--- src/rtl/lane_scatter_tx.sv ---
// lane_scatter_tx: buffers whole input vectors in a small FIFO and scatters the
// head vector across NUM_LANES independently handshaken output lanes. A vector
// retires once every lane has completed its own handshake.
// Optional feature macro: LANE_SCATTER_TX_STATS_EN (adds saturating stats counters).

package cnn1d_pkg;
    localparam int unsigned DATA_WIDTH = 12;
endpackage

module lane_scatter_tx
    import cnn1d_pkg::*;
#(
    parameter int unsigned NUM_LANES = 2,
    parameter int unsigned DEPTH     = 4
) (
    input  logic                  clk,
    input  logic                  rst,
    output logic                  tx_ready_in,
    input  logic                  tx_valid_in,
    input  logic [DATA_WIDTH-1:0] tx_data_in  [0:NUM_LANES-1],
    input  logic [NUM_LANES-1:0]  tx_ready_out,
    output logic [NUM_LANES-1:0]  tx_valid_out,
    output logic [DATA_WIDTH-1:0] tx_data_out [0:NUM_LANES-1]
`ifdef LANE_SCATTER_TX_STATS_EN
    ,
    output logic [15:0]           stat_vectors_sent,
    output logic [15:0]           stat_stall_cycles
`endif
);

    localparam int unsigned PTR_W = $clog2(DEPTH);
    localparam int unsigned CNT_W = $clog2(DEPTH) + 1;

    logic [DATA_WIDTH-1:0] r_mem [0:DEPTH-1][0:NUM_LANES-1];
    logic [PTR_W-1:0]      r_wptr;
    logic [PTR_W-1:0]      r_rptr;
    logic [CNT_W-1:0]      r_count;
    logic [NUM_LANES-1:0]  r_done;

    logic [PTR_W-1:0]      w_wptr_nxt;
    logic [PTR_W-1:0]      w_rptr_nxt;
    logic [CNT_W-1:0]      w_count_nxt;
    logic [NUM_LANES-1:0]  w_done_nxt;

    logic                  w_not_empty;
    logic                  w_full;
    logic                  w_push;
    logic                  w_retire;
    logic [NUM_LANES-1:0]  w_fire;

    // Handshake decode; everything here depends only on registered state and the
    // same-cycle lane readies, so tx_ready_in never sees tx_ready_out.
    assign w_not_empty  = (r_count != CNT_W'(0));
    assign w_full       = (r_count == CNT_W'(DEPTH));
    assign tx_ready_in  = !w_full;
    assign w_push       = tx_valid_in && !w_full;
    assign tx_valid_out = {NUM_LANES{w_not_empty}} & ~r_done;
    assign w_fire       = tx_valid_out & tx_ready_out;
    assign w_retire     = w_not_empty && (&(r_done | w_fire));

    // Head entry is always presented; lanes that already fired simply drop valid.
    always_comb begin
        for (int l = 0; l < NUM_LANES; l++) begin
            tx_data_out[l] = r_mem[r_rptr][l];
        end
    end

    // Next-state for pointers, occupancy and per-lane done mask.
    always_comb begin
        w_wptr_nxt  = r_wptr;
        w_rptr_nxt  = r_rptr;
        w_count_nxt = r_count;
        w_done_nxt  = r_done | w_fire;
        if (w_push) begin
            w_wptr_nxt = r_wptr + PTR_W'(1);
        end
        if (w_retire) begin
            w_rptr_nxt = r_rptr + PTR_W'(1);
            w_done_nxt = '0;
        end
        case ({w_push, w_retire})
            2'b10:   w_count_nxt = r_count + CNT_W'(1);
            2'b01:   w_count_nxt = r_count - CNT_W'(1);
            default: w_count_nxt = r_count;
        endcase
    end

    // Control state registers; reset flushes every buffered and partial vector.
    always_ff @(posedge clk) begin
        if (rst) begin
            r_wptr  <= '0;
            r_rptr  <= '0;
            r_count <= '0;
            r_done  <= '0;
        end else begin
            r_wptr  <= w_wptr_nxt;
            r_rptr  <= w_rptr_nxt;
            r_count <= w_count_nxt;
            r_done  <= w_done_nxt;
        end
    end

    // Vector storage; contents are don't-care until written so no reset is needed.
    always_ff @(posedge clk) begin
        if (w_push) begin
            for (int l = 0; l < NUM_LANES; l++) begin
                r_mem[r_wptr][l] <= tx_data_in[l];
            end
        end
    end

`ifdef LANE_SCATTER_TX_STATS_EN
    logic [15:0] r_stat_sent;
    logic [15:0] r_stat_stall;

    // Saturating counters: retired vectors and occupied cycles with no lane progress.
    always_ff @(posedge clk) begin
        if (rst) begin
            r_stat_sent  <= '0;
            r_stat_stall <= '0;
        end else begin
            if (w_retire && (r_stat_sent != 16'hFFFF)) begin
                r_stat_sent <= r_stat_sent + 16'd1;
            end
            if (w_not_empty && (w_fire == '0) && (r_stat_stall != 16'hFFFF)) begin
                r_stat_stall <= r_stat_stall + 16'd1;
            end
        end
    end

    assign stat_vectors_sent = r_stat_sent;
    assign stat_stall_cycles = r_stat_stall;
`endif

endmodule

--- config.mk ---
export PLATFORM = sky130hd
export DESIGN_NAME = lane_scatter_tx
export DESIGN_NICKNAME = d
export VERILOG_FILES = /design/src/rtl/lane_scatter_tx.sv
export SDC_FILE = /design/constraint.sdc
export NUM_CORES = 1
export LEC_CHECK = 0
export CAP_MARGIN = 10
export CORE_MARGIN = 2
export CORE_UTILIZATION = 58
export DETAILED_ROUTE_END_ITERATION = 16
export PLACE_DENSITY = 0.84
export SYNTH_ARGS = -nofsm -noshare
export SYNTH_HDL_FRONTEND = slang
export SYNTH_SLANG_ARGS = --single-unit
export TNS_END_PERCENT = 30
--- constraint.sdc ---
create_clock -name clk -period 5.19 [get_ports clk]
set_input_delay 0.7785 -clock clk [delete_from_list [all_inputs] [get_ports clk]]
set_output_delay 0.7785 -clock clk [all_outputs]
set_load 0.01 [all_outputs]
; ---- Yosys cells after proc, flatten, opt, wreduce, memory -nomap -nowiden
; Memory sizes are Yosys's and may differ from the RTL's. A register that Yosys moved wholly into a read port is not among the register bits.
; Cells that the tools add are included.
[totals]
ff_bits = 9
ram_bits = 96
in_bits = 29
output_inout_bits = 27
wordCells = 28
memories = 1
[op_classes]
n_addsub = 4
n_eq_ne = 3
mux = 5
bitwise = 4
n_reduce_logical = 7
[memory_table]
columns = name, words, width, rd, rd_clocked_by_memory_dff, wr, line
row1 = r_mem, 4, 24, 1, 1, 1, 34  ; logic [DATA_WIDTH-1:0] r_mem [0:DEPTH-1][0:NUM_LANES-1];
[op_table]
columns = operator, count
row1 = 3-bit case mux with 2 select lines, 1
row2 = 2-bit by 1-bit adder with 2-bit output (second input constant), 2
row3 = 2-bit bitwise AND, 2
row4 = 2-bit 2-to-1 mux, 2
row5 = 3-bit by 1-bit adder with 3-bit output (second input constant), 1
row6 = 3-bit equality test (second input constant), 1
row7 = 3-bit nonzero test, 1
row8 = 3-bit by 1-bit subtractor with 3-bit output (second input constant), 1
row9 = 2-bit by 1-bit equality test with 1-bit output (second input constant), 1
row10 = 2-bit equality test (second input constant), 1
row11 = 1-bit logical AND, 2
row12 = 1-bit 2-to-1 mux, 2
row13 = 2-bit inverter, 1
row14 = 2-bit bitwise OR, 1
row15 = 2-bit AND reduction, 1
row16 = 2-bit nonzero test, 1
row17 = 2-bit OR reduction, 1
row18 = 1-bit zero test, 1

; ---- Depth between registers and ports, before layout
; Gate-level depths: netlist of the first run.
[depth]
ltp_word = 8
ltp_mapped = 9
mapped_depth_nobuf = 8

; ---- Worst setup path before layout of the first run
; Ideal clock, no wire load.
[synth_timing]
path_kind = input -> register
start = in tx_valid_in
end = reg r_count[2]
setup_ns = 0.071
t_arrival_ns = 2.248
required_ns = 5.119
path_slack_ns = 2.871
cell_stages = 8
path_buffers = 1
cell_sequence = buf_1 -> nand2_1 -> ha_1 -> inv_1 -> fa_1 -> xor2_1 -> or3_2 -> a21oi_1
[synth_between]
elab_chain_cells = 3
word_cells_on_any_way = 5
classes_between = 2 x eq/ne / 1 x mux / 2 x reduce/logical
[synth_lines]
columns = element, line
row1 = from (decl), 19  ; input logic tx_valid_in,
row2 = 1-bit logical AND *, 56  ; assign w_push = tx_valid_in && !w_full;
row3 = 2-bit by 1-bit equality test with 1-bit output or 2-bit equality test (tied branches), 81  ; case ({w_push, w_retire})
row4 = 3-bit case mux with 2 select lines or 2-bit nonzero test (tied branches), n/a
row5 = to (signal assigned), 98  ; r_count <= w_count_nxt;
row6 = to (decl), 37  ; logic [CNT_W-1:0] r_count;
; Every way passes the cells marked *; elsewhere a longest branch is shown, timed or not.
; A chain may end at the register's enable or synchronous reset.

==> results of run 1 <==
## per-layer routing
layer	vias to the layer above	wire length, um	global-route usage (%)
li1	893	-	-
met1	957	2790	23.9
met2	54	3110	28.6
met3	6	299	5.09
met4	0	59	5.87
met5	-	0	0
## cell families (layout without fill, tap and decap cells)
family,after synthesis,in the layout,share of synthesized area (%)
flip-flops,107,107,76.6
XOR/XNOR,2,2,0.433
buffers and inverters,16,78,1.95
AND/OR/NAND/NOR,23,23,3.12
multiplexers,24,24,13.3
AO/OA/AOI/OAI,15,15,2.50
adder cells (fa/ha/maj),6,6,2.04
## worst max path at each step
stage / startpoint / endpoint / slack [ns] / depth (start not counted)
6_report: flip-flop / tx_data_out[12] / 2.02 / 2
5_1_grt: flip-flop / tx_data_out[21] / 1.84 / 2
3_5_place_dp: tx_ready_out[1] / r_count[2]$_SDFFE_PP0P_ / 2.27 / 9
3_3_place_gp: tx_ready_out[1] / r_count[2]$_SDFFE_PP0P_ / 2.36 / 9
4_1_cts: flip-flop / tx_data_out[12] / 1.95 / 2
2_1_floorplan: tx_valid_in / r_count[2]$_SDFFE_PP0P_ / 2.87 / 8
## layout make-up
| cell class | instances | area (um2) | area share [%] |
|---|---|---|---|
| clock buffers | 9 | 124 | 2.53 |
| clock inverters | 6 | 88.8 | 1.82 |
| inverters | 7 | 26.3 | 0.537 |
| multi-input cells | 70 | 868 | 17.8 |
| flip-flops and latches | 107 | 3100 | 63.5 |
| well taps | 96 | 120 | 2.46 |
| repair buffers | 56 | 558 | 11.4 |
## layout by cell type, fill, tap and decap left out, types with 2 or more instances in the layout
master and count:
sky130_fd_sc_hd__a21o_1 2, sky130_fd_sc_hd__inv_6 2, sky130_fd_sc_hd__bufinv_16 2, sky130_fd_sc_hd__nand3_1 2, sky130_fd_sc_hd__ha_1 5, sky130_fd_sc_hd__o21ai_0 2, sky130_fd_sc_hd__clkdlybuf4s50_1 55, sky130_fd_sc_hd__xor2_1 2
sky130_fd_sc_hd__clkbuf_8 9, sky130_fd_sc_hd__edfxtp_1 96, sky130_fd_sc_hd__a21oi_2 2, sky130_fd_sc_hd__and3_2 4, sky130_fd_sc_hd__mux4_2 24, sky130_fd_sc_hd__nor2_1 8, sky130_fd_sc_hd__dfxtp_1 10, sky130_fd_sc_hd__nor3_1 3
sky130_fd_sc_hd__a21oi_1 7, sky130_fd_sc_hd__or3_2 2, sky130_fd_sc_hd__inv_1 7
## sequential cells by signal, indices dropped and copies added, names as in the netlist, named ones only
signal,flops
r_mem,96
r_count,3
r_done,2
r_rptr,2
r_wptr,2
## through the flow
step	hold WS, ns	instances
final	0.491	351
after global placement	0.472	336
after floorplan	0.453	193
after detailed placement	0.476	336
after CTS	0.492	351
after global routing	0.516	351
## worst min-delay path, stage by stage, from the launching register on
cell and delay (ns):
sky130_fd_sc_hd__dfxtp_1 0.32, sky130_fd_sc_hd__o31ai_1 0.06, sky130_fd_sc_hd__a21oi_1 0.07
## where the power goes
group | leakage (nW) | internal, mW | switching (mW)
Sequential | 0.972 | 1.02 | 0.0669
Combinational | 0.494 | 0.283 | 0.197
Clock | 0.104 | 0.271 | 0.260
==> qor.yml, run 1 <==
timing.setup.tns_ns: 0
drcViolationCount: 0
first_pass_iters: 4
worstSetupEndpointType: "primary output"
diodes: 0
crit_chain: "mux4_2 > clkdlybuf4s50_1"
numCtsBuffers: 9
fillers: 414
grt_start_max_net_pins: 25
skew_ns: 0.00964
grt_first_pass_wirelength_um: 9820
die_area_um2: 7670
clock_sink_count: 107
drv_slew: 0
nNetsFinal: 286
grt_overflow_total: 0
track_usage_pct: 17.8
clockBufferDepth: 2
ys_warn_count: 0
synth-seq-area-share_pct: 76.6
syn-num-nets: 228
async_reset_ff_share_pct: 0
globalplace.congestion: 0.760
worstPathArrival_ns: 2.39
place.port_buffers: 55
boundaryPins: 56
synth_enable_flop_cells: 96
maxCapViolations: 0
post-synth-top-area-cell: "sky130_fd_sc_hd__edfxtp_1"
grt_antenna_before_repair: 0
cp_launch_type: "flip-flop"
netlist_area_um2: 4050
initial_core_util_pct: 59.6
finish.instance_area_um2: 4890
final_hold_viol_count: 0
placeableCoreArea_um2: 6790
antenna_violation_net_count_after_detailed_routing: 0
cts_htree_levels: 3
via_count: 1910
cp_slowest_cell: "sky130_fd_sc_hd__dfxtp_2"
final.min_clock_period_ns: 3.17
rsz0062_at_grt: "false"
required_ns: 4.41
holdCritPathClass: "flip-flop to flip-flop"
dr.first_iter.drc_count: 125
synth_top_cells_by_area: "sky130_fd_sc_hd__edfxtp_1 (71%), sky130_fd_sc_hd__mux4_2 (13%), sky130_fd_sc_hd__dfxtp_1 (5.4%), sky130_fd_sc_hd__ha_1 (1.5%), sky130_fd_sc_hd__a21oi_1 (0.86%)"
cts.repair_timing.setup_buffer_count: 0
die_w_um: 87.6
layout-drive-gt1-share_pct: 19.2
wire_per_inst_um: 17.8
critPathMaxFanout: 24
first_global_vias: 1931
outcome: "complete, no violations"
min_from: "r_rptr[1]$_SDFFE_PP0P_"
area_grow_syn2layout_pct: 20.7
synth-main-ff-cell: "sky130_fd_sc_hd__edfxtp_1"
row_count: 30
finish_stage_setup_viols: 0
ys_ff_latch: 107
worst_path_largest_cell_delay_ns: 0.90
clock_insertion_delay_worst_skew_ns: 0.35
endpoint_of_the_lowest_slack_register_to_register_path: "r_count[2]$_SDFFE_PP0P_"
min_path_cells: 2
setup.worst_path.class: "flip-flop to primary output"
timing.final.crit_share_pct: 61.0
synthesized_netlist_cell_count: 193
postCtsHoldBufs: 0
reg2reg_slack_ns: 2.73
cts_repair_resize_count: 0
critPathBufInv: 1
synth_most_common_cell: "sky130_fd_sc_hd__edfxtp_1"
fin_ws_ns: 2.02
timing.slew.headroom_pct: 43.1
route.detailed.vias_per_inst: 5.44
rr_startpoint: "r_count[2]$_SDFFE_PP0P_"
max-vdd-ir-drop_mv: 0.331
lkg_pwr_nw: 1.57
synthDistinctLibCells: 27
fmax_mhz: 316
cellPowerDensity_nw_per_um2: 429
cts.root.buffer_cell: "sky130_fd_sc_hd__clkbuf_8"
cts_tree: "done"
finalPower_mw: 2.10
synth_commonest_cells: "sky130_fd_sc_hd__edfxtp_1 (96), sky130_fd_sc_hd__mux4_2 (24), sky130_fd_sc_hd__dfxtp_1 (11)"
detailedPlace.worstSlack_ns: 2.27
timing.critical_path.max_delay_family: "flip-flops"
dp.final_hpwl_um: 4000
chipHeight_um: 87.6
synthesis.area_per_instance_um2: 21.0
tightest_slew_ns: 0.854
worst_case_reg_to_reg_path_depth: 8
post_dp_cell_area_um2: 4680
clkSlewWorstSetupHoldPaths_ns: 0.09
final_core_utilization_pct: 72.0
routed_wl_um: 6260
synth_top_cell_area_share_pct: 71.2
(Power assumes the default switching activity.)
==> run 2: changes to the inputs <==
--- a/config.mk
+++ b/config.mk
@@ -7,9 +7,9 @@
 export LEC_CHECK = 0
 export CAP_MARGIN = 10
 export CORE_MARGIN = 2
-export CORE_UTILIZATION = 58
+export CORE_UTILIZATION = 54
 export DETAILED_ROUTE_END_ITERATION = 16
-export PLACE_DENSITY = 0.84
+export PLACE_DENSITY = 0.79
 export SYNTH_ARGS = -nofsm -noshare
 export SYNTH_HDL_FRONTEND = slang
 export SYNTH_SLANG_ARGS = --single-unit
==> constraint.sdc (replaced) <==
create_clock -name clk -period 3.3 [get_ports clk]
set_input_delay 0.495 -clock clk [delete_from_list [all_inputs] [get_ports clk]]
set_output_delay 0.495 -clock clk [all_outputs]
set_load 0.01 [all_outputs]
==> run 2 against run 1 <==
Effect of this change:
- die area increased by 7.1%
- design area about the same
- non-clock buffer count increased by 2
- global-route usage decreased by 0.79 points
- combinational power increased by 64%
- sequential power increased by 56%
- via count increased by 1.5%
- critical path depth increased by 1
- setup slack got worse by 1.5 ns
- hold slack improved by 0.025 ns
- critical path type unchanged
- largest cell class unchanged
- highest routed layer unchanged
==> qor.yml, run 2 (synthesis gave the netlist of run 1 again) <==
final_core_utilization_pct: 67.4  # -4.5 points
worstPathArrival_ns: 2.30  # -0.09 ns
postCtsHoldBufs: 0  # unchanged
cts_htree_levels: 3  # unchanged
nNetsFinal: 288  # +0.70%
worstSetupEndpointType: "primary output"
cts.repair_timing.setup_buffer_count: 0  # unchanged
grt_first_pass_wirelength_um: 10500  # +7.2%
reg2reg_slack_ns: 0.84  # -1.89 ns
boundaryPins: 56  # unchanged
most_frequent_standard_cell_in_the_layout_excluding_fill_and_tap_cells: "sky130_fd_sc_hd__edfxtp_1"
die_w_um: 90.6  # +3.5%
dp_cells: 341  # +1.5%
via_count: 1939  # +1.5%
fmax_mhz: 358
holdCritPathClass: "flip-flop to flip-flop"
drv_slew: 0  # unchanged
grt_start_max_net_pins: 25  # unchanged
cts_repair_resize_count: 0  # unchanged
routed_wl_um: 6610  # +5.7%
rsz0062_at_grt: "false"
diodes: 0  # unchanged
cts.root.buffer_cell: "sky130_fd_sc_hd__clkbuf_8"
area_grow_syn2layout_pct: 20.8  # about the same
outcome: "complete, no violations"
drcViolationCount: 0  # unchanged
instances_no_fill: 357  # +1.7%
tightest_slew_ns: 0.636  # -0.218 ns
dr.first_iter.drc_count: 103  # -18%
final_hold_viol_count: 0  # unchanged
first_global_vias: 2092  # +8.3%
clockBufferDepth: 2  # unchanged
fillers: 489  # +18%
required_ns: 2.80  # -1.61 ns
skew_ns: 0.0118  # +0.00215 ns
timing.final.crit_share_pct: 84.6
setup.worst_path.class: "flip-flop to primary output"
wire_per_inst_um: 18.5  # +3.9%
max_flop_register: "r_mem"
clkSlewWorstSetupHoldPaths_ns: 0.10  # about the same
largest_registers: "r_mem (96), r_count (3)"
placeableCoreArea_um2: 7250  # +6.8%
detailedPlace.worstSlack_ns: 0.667  # -1.61 ns
antenna_violation_net_count_after_detailed_routing: 0  # unchanged
grt_antenna_before_repair: 0  # unchanged
row_count: 31  # +3.3%
maxCapViolations: 0  # unchanged
route.detailed.vias_per_inst: 5.43  # -0.19%
lkg_pwr_nw: 1.57  # +0.32%
numCtsBuffers: 9  # unchanged
dp.final_hpwl_um: 4190  # +4.9%
timing.slew.headroom_pct: 57.6  # +15 points
cts_tree: "done"
final.hold.worst_slack_ns: 0.516  # +0.0254 ns
timing.setup.tns_ns: 0  # unchanged
critPathMaxFanout: 13  # -46%
die_area_um2: 8210  # +7.1%
cellPowerDensity_nw_per_um2: 668  # +56%
largest_register_ffs: 96  # unchanged
clock_insertion_delay_worst_skew_ns: 0.35  # about the same
globalplace.congestion: 0.752  # -1.1%
initial_core_util_pct: 55.8  # -3.8 points
place.port_buffers: 55  # unchanged
first_pass_iters: 4  # unchanged
clock_sink_count: 107  # unchanged
cp_launch_type: "flip-flop"
mostFrequentLayoutCells: "sky130_fd_sc_hd__edfxtp_1 (96), sky130_fd_sc_hd__clkdlybuf4s50_1 (55), sky130_fd_sc_hd__mux4_2 (24), sky130_fd_sc_hd__dfxtp_1 (10), sky130_fd_sc_hd__clkbuf_8 (9)"
final.min_clock_period_ns: 2.79
fin_ws_ns: 0.508  # -1.52 ns
layout-drive-gt1-share_pct: 20.2  # +0.94 points
grt_overflow_total: 0  # unchanged
chipHeight_um: 90.6  # +3.5%
track_usage_pct: 17.0  # -0.79 points
max-vdd-ir-drop_mv: 0.598  # +81%
finish_stage_setup_viols: 0  # unchanged
-- run 2: cell type report --
cell class                 instances  area [um2]  area share [%]
sequential                       107        3100            63.5
multi-input combinational         70         868            17.7
timing repair buffer              58         573            11.7
clock buffer                       9         124            2.53
tap                               99         124            2.53
clock inverter                     7        72.6            1.48
inverter                           7        26.3           0.537
-- run 2: metal layers --
metal  share of wire, %  track usage, %  vias to the layer above
li1                   -               -                      898
met3                5.1            4.84                        7
met4                1.0            4.49                        0
met2                 51            29.7                       54
met1                 43            20.9                      980
met5                  0               0                        -
-- run 2: critical path, cell delays in order, from the launching register on --
cell and delay, ns:
sky130_fd_sc_hd__dfxtp_2 0.62, sky130_fd_sc_hd__buf_4 0.29, sky130_fd_sc_hd__mux4_2 0.50, sky130_fd_sc_hd__clkdlybuf4s50_1 0.53
-- run 2: report_power, final --
| part | internal, mW | total, mW | switching (mW) |
|---|---|---|---|
| logic | 0.454 | 0.787 | 0.333 |
| clock network | 0.356 | 0.785 | 0.429 |
| registers | 1.61 | 1.70 | 0.0892 |
| total | 2.42 | 3.27 | 0.852 |
-- run 2: worst paths after layout --
check,start,end,depth (start not counted)
setup / recovery,flip-flop,tx_data_out[20],3
hold / removal,r_rptr[1]$_SDFFE_PP0P_,flip-flop,2
setup reg to reg,r_count[2]$_SDFFE_PP0P_,r_count[2]$_SDFFE_PP0P_,8
hold reg to reg,r_rptr[1]$_SDFFE_PP0P_,flip-flop,2
-- run 2: metrics by stage --
stage          total power, mW  area [um2]
6_report                  3.27        4890
3_5_place_dp              2.53        4700
3_3_place_gp              2.51        4700
4_1_cts                   3.29        4890
2_1_floorplan             2.17        4050
5_1_grt                   3.42        4890
==> run 3: changes to the inputs <==
==> constraint.sdc (replaced) <==
create_clock -name clk -period 2.75 [get_ports clk]
set_input_delay 0.4125 -clock clk [delete_from_list [all_inputs] [get_ports clk]]
set_output_delay 0.4125 -clock clk [all_outputs]
set_load 0.01 [all_outputs]
==> run 3 against run 2 <==
Effect of this change:
- count of clock-buffer cells in the layout unchanged
- die area is the same
- critical path depth did not move
- sequential share of layout area down 0.97 points
- power up 21%
- combinational power rose by 26%
- non-clock buffer count increased by 3
- register-to-register slack got worse by 0.53 ns
- global-route usage rose by 0.15 points
- first-iteration DRC count stayed put
- largest cell class unchanged
==> qor.yml, run 3 (synthesis gave the netlist of run 1 again) <==
placeableCoreArea_um2: 7250  # unchanged
first_global_vias: 2023  # -3.3%
cts.repair_timing.setup_buffer_count: 0  # unchanged
cellPowerDensity_nw_per_um2: 794  # +19%
setup.worst_path.class: "flip-flop to primary output"
via_count: 1959  # +1.0%
most_frequent_standard_cell_in_the_layout_excluding_fill_and_tap_cells: "sky130_fd_sc_hd__edfxtp_1"
fin_ws_ns: 0.247  # -0.261 ns
route.detailed.vias_per_inst: 5.44  # +0.19%
rr_startpoint: "r_count[2]$_SDFFE_PP0P_"
antenna_violation_net_count_after_detailed_routing: 0  # unchanged
clock_sink_count: 107  # unchanged
fmax_mhz: 400
rsz0062_at_grt: "false"
die_area_um2: 8210  # unchanged
skew_ns: 0.00695  # -0.00483 ns
grt_overflow_total: 0  # unchanged
cts_htree_levels: 3  # unchanged
clkSlewWorstSetupHoldPaths_ns: 0.09  # about the same
critPathMaxFanout: 20  # +7
finish_stage_setup_viols: 0  # unchanged
grt_antenna_before_repair: 0  # unchanged
chipHeight_um: 90.6  # unchanged
multiInputGateArea_um2: 868  # unchanged
tightest_slew_ns: 0.398  # -0.238 ns
final_hold_viol_count: 0  # unchanged
cts_tree: "done"
max-vdd-ir-drop_mv: 0.589  # -1.6%
nNetsFinal: 291  # +1.0%
outcome: "complete, no violations"
final.min_clock_period_ns: 2.50
dp.final_hpwl_um: 4140  # -1.4%
grt_first_pass_wirelength_um: 10400  # -1.2%
diodes: 0  # unchanged
area_grow_syn2layout_pct: 22.7
routed_wl_um: 6520  # -1.4%
globalplace.congestion: 0.780  # +3.8%
row_count: 31  # unchanged
fillers: 482  # -1.4%
boundaryPins: 56  # unchanged
die_w_um: 90.6  # unchanged
timing.setup.tns_ns: 0  # unchanged
dr.first_iter.drc_count: 103  # unchanged
largest_registers: "r_mem (96), r_count (3)"
cp_launch_type: "flip-flop"
drv_slew: 0  # unchanged
track_usage_pct: 17.1  # +0.15 points
maxCapViolations: 0  # unchanged
timing.final.crit_share_pct: 91.0
holdCritPathClass: "flip-flop to flip-flop"
postCtsHoldBufs: 0  # unchanged
lkg_pwr_nw: 1.60  # +1.9%
grt_start_max_net_pins: 25  # unchanged
first_pass_iters: 4  # unchanged
layout.area.seq_um2: 3100  # unchanged
detailedPlace.worstSlack_ns: 0.222  # -0.445 ns
instances_no_fill: 360  # +0.84%
clock_insertion_delay_worst_skew_ns: 0.36  # about the same
wire_per_inst_um: 18.1  # -2.2%
cts_repair_resize_count: 0  # unchanged
place.port_buffers: 55  # unchanged
final_core_utilization_pct: 68.5  # +1.1 points
dp_cells: 344  # +0.88%
max_flop_register: "r_mem"
mostFrequentLayoutCells: "sky130_fd_sc_hd__edfxtp_1 (96), sky130_fd_sc_hd__clkdlybuf4s50_1 (55), sky130_fd_sc_hd__mux4_2 (24), sky130_fd_sc_hd__dfxtp_1 (10), sky130_fd_sc_hd__clkbuf_8 (9)"
clockBufferDepth: 2  # unchanged
numCtsBuffers: 9  # unchanged
cts.root.buffer_cell: "sky130_fd_sc_hd__clkbuf_8"
largest_register_ffs: 96  # unchanged
initial_core_util_pct: 55.8  # unchanged
worstPathArrival_ns: 2.09  # -0.21 ns
min_from: "r_rptr[1]$_SDFFE_PP0P_"
drcViolationCount: 0  # unchanged
layout-drive-gt1-share_pct: 21.5  # +1.3 points
timing.slew.headroom_pct: 73.4  # +16 points
reg2reg_slack_ns: 0.31  # -0.53 ns
required_ns: 2.34  # -0.46 ns
worstSetupEndpointType: "primary output"
[run 3: changes by cell type in the layout (fill, tap and decap cells not counted), sizes merged]
cell	before	now
clkinv	2	3
inv	10	9
buf	3	6
[run 3: worst paths after layout]
kind / depth (start not counted) / to
worst min-delay path: 2 / r_rptr[1]$_SDFFE_PP0P_
worst max register to register: 8 / r_count[2]$_SDFFE_PP0P_
worst min register to register: 2 / r_rptr[1]$_SDFFE_PP0P_
worst max-delay path: 3 / tx_data_out[20]
[run 3: routing by layer]
layer / vias to the layer above / track usage [%] / wire length, um
li1: 900 / - / -
met1: 1000 / 21.8 / 2800
met2: 52 / 28.0 / 3270
met3: 7 / 4.51 / 332
met4: 0 / 7.69 / 113
met5: - / 0 / 0
[run 3: critical path, cell delays in order (launching register included)]
cell and delay [ns]:
sky130_fd_sc_hd__dfxtp_2 0.45, sky130_fd_sc_hd__buf_12 0.24, sky130_fd_sc_hd__mux4_2 0.52, sky130_fd_sc_hd__clkdlybuf4s50_1 0.52
[run 3: power breakdown]
part / switching [mW] / total (mW) / internal, mW
Sequential: 0.0789 / 2.01 / 1.93
Clock: 0.519 / 0.947 / 0.429
Combinational: 0.428 / 0.992 / 0.564
[run 3: area by class of cell]
cell class,count,area share [%]
Clock inverter,7,1.54
Timing Repair Buffer,61,13.0
Tap cell,99,2.49
Inverter,7,0.529
Clock buffer,9,2.49
Sequential cell,107,62.5
Multi-Input combinational cell,70,17.5
[run 3: through the flow]
stage | power [mW] | area [um2] | hold slack (ns)
after floorplan | 2.60 | 4050 | 0.453
after global placement | 3.03 | 4770 | 0.481
after detailed placement | 3.05 | 4770 | 0.486
after CTS | 3.98 | 4970 | 0.502
after global routing | 4.14 | 4970 | 0.559
final | 3.95 | 4970 | 0.499
